$ cat src/rtl/ne16_binconv_column_seq_pkg.sv
// rtl/ne16_binconv_column_seq_pkg.sv - shared types and constants for the BinConv column sequencer
// Contents: default sizing constants, FSM state enum, config and status bundles.
package ne16_binconv_column_seq_pkg;

   localparam int NE16_COLUMN_SIZE = 9;
   localparam int NE16_QW_MAX      = 8;
   localparam int NE16_NKIN_W      = 8;
   localparam int NE16_TOTAL_W     = 12;

   typedef enum logic [2:0] {
      ST_IDLE,
      ST_CLEAR,
      ST_RUN,
      ST_DRAIN,
      ST_DONE
   } binconv_column_seq_state_t;

   typedef struct packed {
      logic [$clog2(NE16_QW_MAX):0] qw;
      logic [NE16_NKIN_W-1:0]       nkin;
      logic                         mode_1x1;
      logic [NE16_COLUMN_SIZE-1:0]  block_mask;
      logic                         pad;
   } ctrl_binconv_column_seq_t;

   typedef struct packed {
      logic                           busy;
      logic                           done;
      logic [$clog2(NE16_QW_MAX)-1:0] bit_idx;
      logic                           last;
   } flags_binconv_column_seq_t;

endpackage

$ cat src/rtl/ne16_binconv_column_seq_cnt.sv
// rtl/ne16_binconv_column_seq_cnt.sv - nested weight-bit / input-chunk step counter
// Ports: clk, rst (sync, active-high), clr (sync zero), en (advance one step),
//        bit_max / kin_max (terminal values), bit_cnt / kin_cnt (current position),
//        bit_wrap (bit counter at terminal), kin_last (chunk counter at terminal).
module ne16_binconv_column_seq_cnt #(
   parameter int BIT_W = 3,
   parameter int KIN_W = 8
) (
   input  logic             clk,
   input  logic             rst,
   input  logic             clr,
   input  logic             en,
   input  logic [BIT_W-1:0] bit_max,
   input  logic [KIN_W-1:0] kin_max,
   output logic [BIT_W-1:0] bit_cnt,
   output logic [KIN_W-1:0] kin_cnt,
   output logic             bit_wrap,
   output logic             kin_last
);

   assign bit_wrap = (bit_cnt == bit_max);
   assign kin_last = (kin_cnt == kin_max);

   always_ff @(posedge clk) begin
      if (rst || clr) begin
         bit_cnt <= '0;
         kin_cnt <= '0;
      end else if (en) begin
         if (bit_wrap) begin
            bit_cnt <= '0;
            // Wrap the chunk counter too so a finished job leaves both at zero.
            kin_cnt <= kin_last ? '0 : kin_cnt + KIN_W'(1);
         end else begin
            bit_cnt <= bit_cnt + BIT_W'(1);
         end
      end
   end

endmodule

$ cat src/rtl/ne16_binconv_column_seq.sv
// rtl/ne16_binconv_column_seq.sv - BinConv column sequencer (clear, bit-serial stepping, drain, done)
// Ports: clk_i, rst_i (sync, active-high); start_i / flush_i job control;
//        cfg_* job configuration latched on start; step_valid_i / step_ready_o weight beat;
//        pres_valid_i / pres_ready_i observed column result handshake;
//        clear_o, col_enable_o, block_enable_o, bit_idx_o, last_o column controls;
//        busy_o, done_o status.
module ne16_binconv_column_seq
   import ne16_binconv_column_seq_pkg::*;
#(
   parameter int COLUMN_SIZE     = NE16_COLUMN_SIZE,
   parameter int QW_MAX          = NE16_QW_MAX,
   parameter int NKIN_W          = NE16_NKIN_W,
   parameter int MAX_OUTSTANDING = 4
) (
   input  logic                      clk_i,
   input  logic                      rst_i,
   input  logic                      start_i,
   input  logic                      flush_i,
   input  logic [$clog2(QW_MAX):0]   cfg_qw_i,
   input  logic [NKIN_W-1:0]         cfg_nkin_i,
   input  logic                      cfg_mode_1x1_i,
   input  logic [COLUMN_SIZE-1:0]    cfg_block_mask_i,
   input  logic                      cfg_pad_i,
   input  logic                      step_valid_i,
   output logic                      step_ready_o,
   input  logic                      pres_valid_i,
   input  logic                      pres_ready_i,
   output logic                      clear_o,
   output logic                      col_enable_o,
   output logic [COLUMN_SIZE-1:0]    block_enable_o,
   output logic [$clog2(QW_MAX)-1:0] bit_idx_o,
   output logic                      last_o,
   output logic                      busy_o,
   output logic                      done_o
);

   localparam int QW_W  = $clog2(QW_MAX) + 1;
   localparam int BIT_W = $clog2(QW_MAX);
   localparam int OUT_W = $clog2(MAX_OUTSTANDING + 1);
   localparam int TOT_W = NE16_TOTAL_W;

   binconv_column_seq_state_t state_q, state_d;

   logic [BIT_W-1:0]       qw_m1_q;
   logic [NKIN_W-1:0]      nkin_m1_q;
   logic [TOT_W-1:0]       total_q;
   logic                   mode_1x1_q;
   logic [COLUMN_SIZE-1:0] mask_q;
   logic                   pad_q;
   logic                   flush_q;

   logic [OUT_W-1:0]       outstanding;
   logic [TOT_W-1:0]       out_cnt;

   logic [QW_W-1:0]        qw_eff;
   logic [NKIN_W-1:0]      nkin_eff;
   logic                   start_acc, flush_act, accept, res_hs, res_cnt;
   logic                   bit_wrap, kin_last, active;
   logic [BIT_W-1:0]       bit_cnt;
   logic [NKIN_W-1:0]      kin_cnt;

   // Clamp the weight-bit count into 1..QW_MAX and the chunk count to at least 1.
   always_comb begin
      qw_eff = cfg_qw_i;
      if (cfg_qw_i == '0)
         qw_eff = QW_W'(1);
      else if (cfg_qw_i > QW_W'(QW_MAX))
         qw_eff = QW_W'(QW_MAX);
   end
   assign nkin_eff = (cfg_nkin_i == '0) ? NKIN_W'(1) : cfg_nkin_i;

   assign start_acc = (state_q == ST_IDLE) && start_i;
   assign flush_act = (state_q != ST_IDLE) && flush_i;
   assign active    = (state_q == ST_RUN) || (state_q == ST_DRAIN);
   assign accept    = step_valid_i && step_ready_o;
   assign res_hs    = pres_valid_i && pres_ready_i && active;
   // A result with nothing outstanding is a protocol error; it is not counted.
   assign res_cnt   = res_hs && (outstanding != '0);

   always_ff @(posedge clk_i) begin
      if (rst_i) begin
         qw_m1_q    <= '0;
         nkin_m1_q  <= '0;
         total_q    <= '0;
         mode_1x1_q <= 1'b0;
         mask_q     <= '0;
         pad_q      <= 1'b0;
      end else if (start_acc) begin
         qw_m1_q    <= BIT_W'(qw_eff - QW_W'(1));
         nkin_m1_q  <= nkin_eff - NKIN_W'(1);
         total_q    <= TOT_W'(qw_eff) * TOT_W'(nkin_eff);
         mode_1x1_q <= cfg_mode_1x1_i;
         mask_q     <= cfg_block_mask_i;
         pad_q      <= cfg_pad_i;
      end
   end

   ne16_binconv_column_seq_cnt #(
      .BIT_W (BIT_W),
      .KIN_W (NKIN_W)
   ) u_cnt (
      .clk      (clk_i),
      .rst      (rst_i),
      .clr      ((state_q == ST_CLEAR) || flush_act),
      .en       (accept),
      .bit_max  (qw_m1_q),
      .kin_max  (nkin_m1_q),
      .bit_cnt  (bit_cnt),
      .kin_cnt  (kin_cnt),
      .bit_wrap (bit_wrap),
      .kin_last (kin_last)
   );

   always_ff @(posedge clk_i) begin
      if (rst_i || flush_act || (state_q == ST_CLEAR)) begin
         outstanding <= '0;
         out_cnt     <= '0;
      end else begin
         if (accept && !res_cnt)
            outstanding <= outstanding + OUT_W'(1);
         else if (!accept && res_cnt)
            outstanding <= outstanding - OUT_W'(1);
         if (res_cnt)
            out_cnt <= out_cnt + TOT_W'(1);
      end
   end

   always_ff @(posedge clk_i) begin
      if (rst_i) begin
         state_q <= ST_IDLE;
         flush_q <= 1'b0;
      end else begin
         state_q <= state_d;
         flush_q <= flush_act;
      end
   end

   always_comb begin
      state_d        = state_q;
      step_ready_o   = 1'b0;
      clear_o        = flush_q;
      col_enable_o   = active && !pad_q;
      block_enable_o = '0;
      bit_idx_o      = bit_cnt;
      last_o         = 1'b0;
      busy_o         = (state_q != ST_IDLE);
      done_o         = 1'b0;
      if (active)
         block_enable_o = mode_1x1_q ? mask_q : {COLUMN_SIZE{1'b1}};
      case (state_q)
         ST_IDLE: begin
            if (start_i) state_d = ST_CLEAR;
         end
         ST_CLEAR: begin
            clear_o = 1'b1;
            state_d = ST_RUN;
         end
         ST_RUN: begin
            step_ready_o = (outstanding < OUT_W'(MAX_OUTSTANDING));
            last_o       = bit_wrap && kin_last;
            if (accept && bit_wrap && kin_last) state_d = ST_DRAIN;
         end
         ST_DRAIN: begin
            // Count the result landing this cycle so done follows the final result directly.
            if ((out_cnt + TOT_W'(res_cnt)) == total_q) state_d = ST_DONE;
         end
         ST_DONE: begin
            done_o  = 1'b1;
            state_d = ST_IDLE;
         end
         default: state_d = ST_IDLE;
      endcase
      if (flush_act) state_d = ST_IDLE;
   end

`ifndef SYNTHESIS
   always_ff @(posedge clk_i) begin
      if (!rst_i)
         assert (!(res_hs && (outstanding == '0)))
            else $error("column result handshake with no step outstanding");
   end
`endif

endmodule
$ cat config.mk
export PLATFORM = sky130hd
export DESIGN_NAME = ne16_binconv_column_seq
export DESIGN_NICKNAME = d
export VERILOG_FILES = /design/src/rtl/ne16_binconv_column_seq_pkg.sv /design/src/rtl/ne16_binconv_column_seq_cnt.sv /design/src/rtl/ne16_binconv_column_seq.sv
export SDC_FILE = /design/constraint.sdc
export NUM_CORES = 1
export LEC_CHECK = 0
export BUFFER_PORTS_ARGS = -buffer_cell sky130_fd_sc_hd__clkbuf_2
export CAP_MARGIN = 5
export CORE_ASPECT_RATIO = 0.9
export CORE_MARGIN = 2
export CORE_UTILIZATION = 59
export CTS_CLUSTER_SIZE = 14
export DETAILED_ROUTE_END_ITERATION = 6
export PLACE_DENSITY = 0.8
export SETUP_SLACK_MARGIN = 0.3
export SLEW_MARGIN = 5
export SYNTH_ARGS = -nofsm -noshare
export SYNTH_HDL_FRONTEND = slang
export SYNTH_SLANG_ARGS = --single-unit
export TNS_END_PERCENT = 100
$ cat constraint.sdc
create_clock -name clk_i -period 5.5 [get_ports clk_i]
set_input_delay 0.275 -clock clk_i [delete_from_list [all_inputs] [get_ports clk_i]]
set_output_delay 0.275 -clock clk_i [all_outputs]
set_load 0.02 [all_outputs]
==> results of run 1 <==
routing by layer:
layer  GRT usage (%)  wire length, um  vias up
met5               0                0        -
met4            7.09              120        0
met3            5.51              418       10
met2            37.2             3980       81
met1            32.6             4090     1678
li1                -                -     1850
power by group:
group	switching (mW)	internal, mW	total, mW
clock	0.197	0.223	0.420
sequential	0.0211	0.486	0.507
combinational	0.130	0.0898	0.219
total	0.348	0.799	1.15
cell type report:
type,count,area [um2]
tap,93,116
fill,602,2300
timing repair buffer,48,243
sequential,64,1280
inverter,40,150
clock buffer,10,138
multi-input combinational,401,2670
clock inverter,6,67.6
sequential cells by signal, summed over array words and instances (netlist names):
| register | cells |
|---|---|
| flush_q | 1 |
| mask_q | 9 |
| mode_1x1_q | 1 |
| nkin_m1_q | 8 |
| out_cnt | 12 |
| outstanding | 3 |
| pad_q | 1 |
| qw_m1_q | 3 |
| state_q | 3 |
| total_q | 12 |
| u_cnt.bit_cnt | 3 |
| u_cnt.kin_cnt | 8 |
worst max-delay path by stage:
| stage | start | end | slack, ps | cells past startpoint |
|---|---|---|---|---|
| after floorplan | cfg_nkin_i[2] | total_q[11] | 1360 | 15 |
| after global placement | cfg_nkin_i[2] | total_q[11] | 1190 | 15 |
| after detailed placement | cfg_nkin_i[2] | total_q[11] | 1080 | 15 |
| after CTS | cfg_nkin_i[2] | total_q[11] | 1460 | 15 |
| after global routing | cfg_nkin_i[2] | total_q[11] | 1130 | 15 |
| final | cfg_nkin_i[2] | total_q[11] | 1450 | 15 |
logic make-up after synthesis:
family	after synthesis	share of synthesized area [%]
AND/OR/NAND/NOR	216	25.3
buffers and inverters	65	5.81
adder cells (fa/ha/maj)	38	13.6
XOR/XNOR	54	11.3
AO/OA/AOI/OAI	91	13.1
multiplexers	2	0.477
flip-flops	64	30.5
synthesized netlist by cell type, types with 6 or more instances:
cell,instances,area (um2)
nand3_1,13,65.1
and2_1,23,144
clkbuf_1,24,90.1
ha_1,24,300
o21ai_0,13,65.1
a211oi_1,14,105
nor3_1,12,60.1
fa_1,13,260
dfxtp_1,64,1280
xnor2_1,28,245
nor4_1,6,37.5
inv_1,39,146
a21oi_1,44,220
nand2_1,70,263
xor2_1,26,228
nand4_1,6,37.5
nor2_1,54,203
worst max-delay path: stages:
cell and delay (ps):
clkbuf_2 140, or3_1 390, or4_1 450, o21bai_2 280
nand2_1 130, fa_1 540, inv_1 50, fa_1 520
ha_1 330, a211oi_1 390, o21a_1 190, o21ai_0 130
a31oi_1 220, xor2_1 160, o31ai_1 70
through the flow:
| stage | std cells | total power [mW] | worst slack (ps) |
|---|---|---|---|
| final | 662 | 1.15 | 1450 |
| after global routing | 662 | 1.21 | 1130 |
| after CTS | 662 | 1.15 | 1460 |
| after detailed placement | 646 | 0.736 | 1080 |
| after global placement | 646 | 0.728 | 1190 |
| after floorplan | 530 | 0.681 | 1360 |
==> impl_metrics.ini, run 1 <==
[run_status]
status = complete, no violations

[floorplanning]
core_area_mm2 = 0.00697
start_util_pct = 60.3
boundaryPins = 48
die_w_um = 92.9
die-height_um = 84.0
row_count = 29
die_area_mm2 = 0.00781

[worst_setup_path]
cp_max_fo = 8
r2r_slack_ps = 2510
worstPathRequired_ps = 5710
timing.rr.end = state_q[2]
cp-start-kind = input pin
r2r_cells = 10
cp-end-kind = register
criticalPathCategory = input pin to register
r2r_start = state_q[1]
crit_arrival_ps = 4260

[sta]
slew_headroom_pct = 33.8
worst_pin_slew_ps = 991
timing.setup.tns_ps = 0
fin_crit_ps = 4050
skew_ps = 11.8
rsz0062_at_grt = no
fmax_mhz = 247
final.period_utilization_pct = 73.7
drv_slew = 0
hold_viol_final = 0
setup_viol = 0
hold_ws_ps = 136

[finish]
final_area_mm2 = 0.00467
layout_commonest_cell = nand2_1
diodes = 0
fin_util_pct = 67.0
syn_to_final_growth_pct = 11.2
final_nets = 631
final_cell_mix = nand2_1, dfxtp_1, nor2_1
drive_gt1_share_pct = 13.0

[global_routing]
grt_max_degree = 41
grt_pass1_vias = 3306
grt-ovfl-total = 0
track_usage_pct = 23.7
antenna_found_initial = 0
grt_pass1_wl_mm = 14.9

[cts]
postCtsHoldBufs = 0
htree_levels = 3
cts_setup_buffers = 0
clkLatencyLatePin_ps = 360
root_buffer = clkbuf_8
clk_pin_slew_worst_paths_ps = 70
cts_sinks = 64
cts_tree = yes
clockBufferDepth = 2
numCtsBuffers = 9
cts_resized = 0

[place]
hpwl_mm = 6.55
portBuffers = 47
placedInstanceArea_mm2 = 0.00446
gp_congestion = 0.842

[yosys]
ys.flop_type = dfxtp_1
syn_inst = 530
synth_seq_cells = 64
async_flop_share_pct = 0
synth-seq-area-share_pct = 30.5
synth_edf_count = 0
ys_warn_count = 0
syn-cell-area_mm2 = 0.00420
syn_nets = 597
ys_types = 49
avgSynthCellArea_um2 = 7.92

[routing]
drcViolationCount = 0
vias = 3619
vias_per_cell = 5.47
ant_nets = 0
wl_per_cell_um = 13.0
drt-total-wl_mm = 8.61
drtIter0Drc = 249
dr.pass1.iters = 4

[power]
p_per_area_mw_per_mm2 = 246
peakVddDrop_uv = 172
p_leak_nw = 2.01

[flow_run]
drv_cap = 0

[hold_path]
min_to = mask_q[2]
worstHoldStart = cfg_block_mask_i[2]
whs_path_depth = 3
hp-class = input pin to register
No activity file was read; power rests on OpenSTA's default activity.
==> run 2, diff against run 1 <==
- CORE_UTILIZATION: 59 -> 53
- PLACE_DENSITY: 0.8 -> 0.76
- clock period: 5.5 -> 3.4 ns (I/O delays scaled with it)
==> impl_metrics.ini, run 2 (synthesized netlist as in run 1, its figures left out) <==
[floorplanning]
row_count = 30
die-height_um = 88.4
die_area_mm2 = 0.00865
start_util_pct = 55.1
core_area_mm2 = 0.00762
die_w_um = 97.8
boundaryPins = 48

[finish]
final_nets = 653
final_area_mm2 = 0.00495
drive_gt1_share_pct = 19.1
layout_commonest_cell = nand2_1
largest_registers = out_cnt: 12 flops, total_q: 12 flops, mask_q: 9 flops
final.fill_count = 644
layoutNonFillerInstCount = 687
syn_to_final_growth_pct = 18.0
diodes = 0
fin_util_pct = 65.0
final_cell_mix = nand2_1, dfxtp_1, nor2_1

[worst_setup_path]
max_stage_delay_ps = 570
path_cells = buf_6, or3_4, or4_4, o21bai_4, nand2_2, fa_1, inv_2, fa_2, ha_4, a211oi_4, o21a_1, o21ai_2, a31oi_1, xor2_1, o31ai_1
worstPathRequired_ps = 3660
cp_slowest_cell = fa_2
crit_family = adder cells
cp-end-kind = register
cp-start-kind = input pin
cp_max_fo = 3
crit_arrival_ps = 3630
timing.rr.end = state_q[2]
criticalPathCategory = input pin to register
r2r_start = state_q[2]
path_buf_inv = 2
r2r_slack_ps = 500
r2r_cells = 10

[power]
clockPowerShare_pct = 38.0
seqPwrFrac_pct = 41.3
combPwrFrac_pct = 20.7
switching_power_mw = 0.579
p_leak_nw = 2.14
p_per_area_mw_per_mm2 = 400
switching_share_pct = 29.2
peakVddDrop_uv = 216
p_int_mw = 1.40

[sta]
fin_crit_ps = 3370
drv_slew = 0
fmax_mhz = 297
slew_headroom_pct = 32.7
hold_ws_ps = 39.1
worst_pin_slew_ps = 1010
setup_viol = 0
rsz0062_at_grt = yes
skew_ps = 10.4
hold_viol_final = 0
final.period_utilization_pct = 99.2

[routing]
ant_nets = 0
vias = 3684
wl_per_cell_um = 13.2
dr.pass1.iters = 4
drt-total-wl_mm = 9.04
drcViolationCount = 0
vias_per_cell = 5.36
drtIter0Drc = 185

[cts]
cts_sinks = 64
root_buffer = clkbuf_8
numCtsBuffers = 9
clkLatencyLatePin_ps = 350
clockBufferDepth = 2
postCtsHoldBufs = 0
cts_tree = yes
clk_pin_slew_worst_paths_ps = 80
htree_levels = 3

[global_routing]
track_usage_pct = 21.3
grt_pass1_wl_mm = 15.2
antenna_found_initial = 0
grt-ovfl-total = 0
grt_pass1_vias = 3339
grt_max_degree = 39

[place]
placedInstanceArea_mm2 = 0.00465
gp_congestion = 0.844
placedCellCount = 668
hpwl_mm = 6.81
portBuffers = 47

[hold_path]
hp-class = input pin to register
min_to = mask_q[8]
worstHoldStart = cfg_block_mask_i[8]
whs_path_depth = 3

[run_status]
status = complete, no violations

[flow_run]
drv_cap = 0
[run 2: changes by cell type in the layout (fill, tap and decap cells not counted), moves of 2 or more]
cell / before / now
a21oi_1: 44 / 41
fa_2: 0 / 2
buf_4: 1 / 23
a211oi_1: 14 / 12
a21oi_2: 0 / 3
o21ai_1: 0 / 2
o21ai_2: 0 / 2
o21ai_0: 13 / 9
fa_1: 13 / 11
[run 2: power by group through the flow]
stage | clock, mW | sequential [mW] | combinational [mW]
2_1_floorplan | 0 | 0.823 | 0.290
3_3_place_gp | 0 | 0.834 | 0.381
3_5_place_dp | 0 | 0.835 | 0.392
4_1_cts | 0.767 | 0.817 | 0.404
5_1_grt | 0.791 | 0.823 | 0.463
6_report | 0.753 | 0.818 | 0.410
[run 2: how the worst max path moves through the flow]
stage / startpoint / endpoint / slack, ps / depth (start not counted)
floorplan: cfg_nkin_i[2] / total_q[11] / -270 / 15
global placement: cfg_nkin_i[4] / total_q[11] / -290 / 15
detailed placement: cfg_nkin_i[4] / total_q[11] / -410 / 15
CTS: cfg_nkin_i[4] / total_q[11] / 10 / 15
global route: cfg_nkin_i[4] / total_q[11] / -110 / 15
finish: cfg_nkin_i[4] / total_q[11] / 30 / 15
[run 2: area by class of cell]
cell class | instances | area, um2 | area share [%]
clock inverter | 6 | 91.3 | 1.84
sequential | 64 | 1280 | 25.9
tap | 96 | 120 | 2.42
inverter | 40 | 150 | 3.03
clock buffer | 10 | 138 | 2.78
multi-input combinational | 401 | 2760 | 55.7
timing repair buffer | 70 | 414 | 8.36
[run 2: worst reg2reg max path: cells and delay by family, from the launching register on]
family,cells,cell delay [ps]
compound gates,2,170
flops,1,380
simple gates,6,1710
fa+ha+maj,2,520
[run 2: metal layers]
| metal | up-vias | wire [um] | track usage [%] |
|---|---|---|---|
| met5 | - | 0 | 0 |
| met4 | 0 | 68 | 5.56 |
| met3 | 4 | 361 | 4.58 |
| met2 | 80 | 4080 | 34.4 |
| met1 | 1710 | 4520 | 29.5 |
| li1 | 1890 | - | - |
[run 2: repair_timing]
item,CTS,global route
endpoints found under the setup margin,8,11
pin swaps,14,15
resized for setup,4,6
setup buffers,2,1
[run 2: metrics by stage]
step	worst slack (ps)	TNS [ps]	total power [mW]
floorplan	-267	-842	1.11
global placement	-291	-1420	1.21
detailed placement	-410	-2130	1.23
CTS	11.9	0	1.99
global route	-110	-376	2.08
finish	28.5	0	1.98
==> run 3, diff against run 2 <==
- CORE_ASPECT_RATIO: 0.9 -> 1.4
==> impl_metrics.ini, run 3 (synthesized netlist as in run 1, its figures left out) <==
[run_status]
status = complete, no violations

[global_routing]
antenna_found_initial = 0
grt_max_degree = 41
grtUsageMet1_pct = 25.8
grt_most_used_layer = met2
grt_pass1_vias = 3507
grt-ovfl-total = 0
track_usage_pct = 21.8
grt_use_met2_pct = 37.5
gr-usage-met3_pct = 4.02
grt_pass1_wl_mm = 15.1

[sta]
drv_slew = 0
hold_viol_final = 0
setup_viol = 0
fmax_mhz = 305
fin_crit_ps = 3280
worst_pin_slew_ps = 605
setup_slack_ps = 119
slew_headroom_pct = 59.5
rsz0062_at_grt = yes
skew_ps = 7.91
final.period_utilization_pct = 96.5

[floorplanning]
core_area_mm2 = 0.00770
die-height_um = 109
boundaryPins = 48
start_util_pct = 54.5
die_area_mm2 = 0.00866
die_w_um = 79.2
row_count = 38

[finish]
drive_gt1_share_pct = 18.5
seq_area_mm2 = 0.00128
multi_input_area_mm2 = 0.00275
largest_registers = out_cnt: 12 flops, total_q: 12 flops, mask_q: 9 flops
final_cell_mix = nand2_1, dfxtp_1, nor2_1
syn_to_final_growth_pct = 17.9
final_nets = 651
layout_commonest_cell = nand2_1
final.fill_count = 665
diodes = 0
fin_util_pct = 64.3

[place]
preCtsSetupSlack_ps = -370
gp_congestion = 0.835
hpwl_mm = 6.73
portBuffers = 47

[power]
peakVddDrop_uv = 211
p_per_area_mw_per_mm2 = 408
total_power_mw = 2.02
p_leak_nw = 2.14

[cts]
cts_sinks = 64
postCtsHoldBufs = 0
htree_levels = 3
clockBufferDepth = 2
clkLatencyLatePin_ps = 340
numCtsBuffers = 9
root_buffer = clkbuf_8
clk_pin_slew_worst_paths_ps = 70
cts_tree = yes

[routing]
vias_per_cell = 5.43
drcViolationCount = 0
ant_nets = 0
drtIter0Drc = 152
dr.pass1.iters = 4
wl_per_cell_um = 12.7
drt-total-wl_mm = 8.76
vias = 3743

[worst_setup_path]
cp_max_fo = 2
cp-start-kind = input pin
path_cells = buf_6, or3_4, or4_4, o21bai_4, nand2_2, fa_1, inv_2, fa_2, ha_4, a211oi_4, o21a_1, o21ai_2, buf_4, xor2_1, nand2_1, a21oi_1
worstPathRequired_ps = 3670
crit_arrival_ps = 3550
criticalPathCategory = input pin to register
max_stage_delay_ps = 550
cp-end-kind = register
cp_slowest_cell = fa_2

[flow_run]
drv_cap = 0

[hold_path]
hp-class = input pin to register
-- run 3: worst paths after layout --
kind	startpoint	end	slack [ps]	depth (start not counted)
worst max-delay path	cfg_nkin_i[4]	total_q[9]	120	16
worst min register to register	mask_q[2]	mask_q[2]	460	2
worst max register to register	state_q[1]	state_q[2]	540	10
worst min-delay path	cfg_block_mask_i[2]	mask_q[2]	30	3
-- run 3: where the power goes --
group          switching [mW]  internal, mW
combinational           0.228         0.179
clock                   0.291         0.507
sequential             0.0307         0.786
-- run 3: final cells by class --
class                      count  area share, %
timing repair buffer          68           8.06
multi-input combinational    401           55.5
clock buffer                  11           2.86
tap                          100           2.53
inverter                      40           3.03
sequential                    64           25.9
clock inverter                 5           2.10
-- run 3: routing by layer --
metal	up-vias	routed length [um]
li1	1882	-
met1	1766	3780
met2	77	4420
met3	18	317
met4	0	248
met5	-	0
-- run 3: stage by stage --
| stage | setup TNS, ps | instance area, um2 | std cells | hold slack (ps) |
|---|---|---|---|---|
| 2_1_floorplan | -842 | 4250 | 530 | 306 |
| 3_3_place_gp | -1190 | 4640 | 670 | 394 |
| 3_5_place_dp | -1700 | 4640 | 670 | 402 |
| 4_1_cts | 0 | 4910 | 688 | 18.0 |
| 5_1_grt | -46.2 | 4950 | 689 | 28.9 |
| 6_report | 0 | 4950 | 689 | 33.6 |
-- run 3: repair_timing --
action	4_1_cts	5_1_grt
setup endpoints to repair	6	11
buffers inserted	2	1
resized for setup	1	9
pin swaps	13	9
-- run 3: worst max-delay path, delay by kind of cell --
family,cells,cell delay (ps)
simple gates,4,950
xor+xnor,1,140
compound gates,5,750
fa+ha+maj,3,1260
buf+inv,3,270
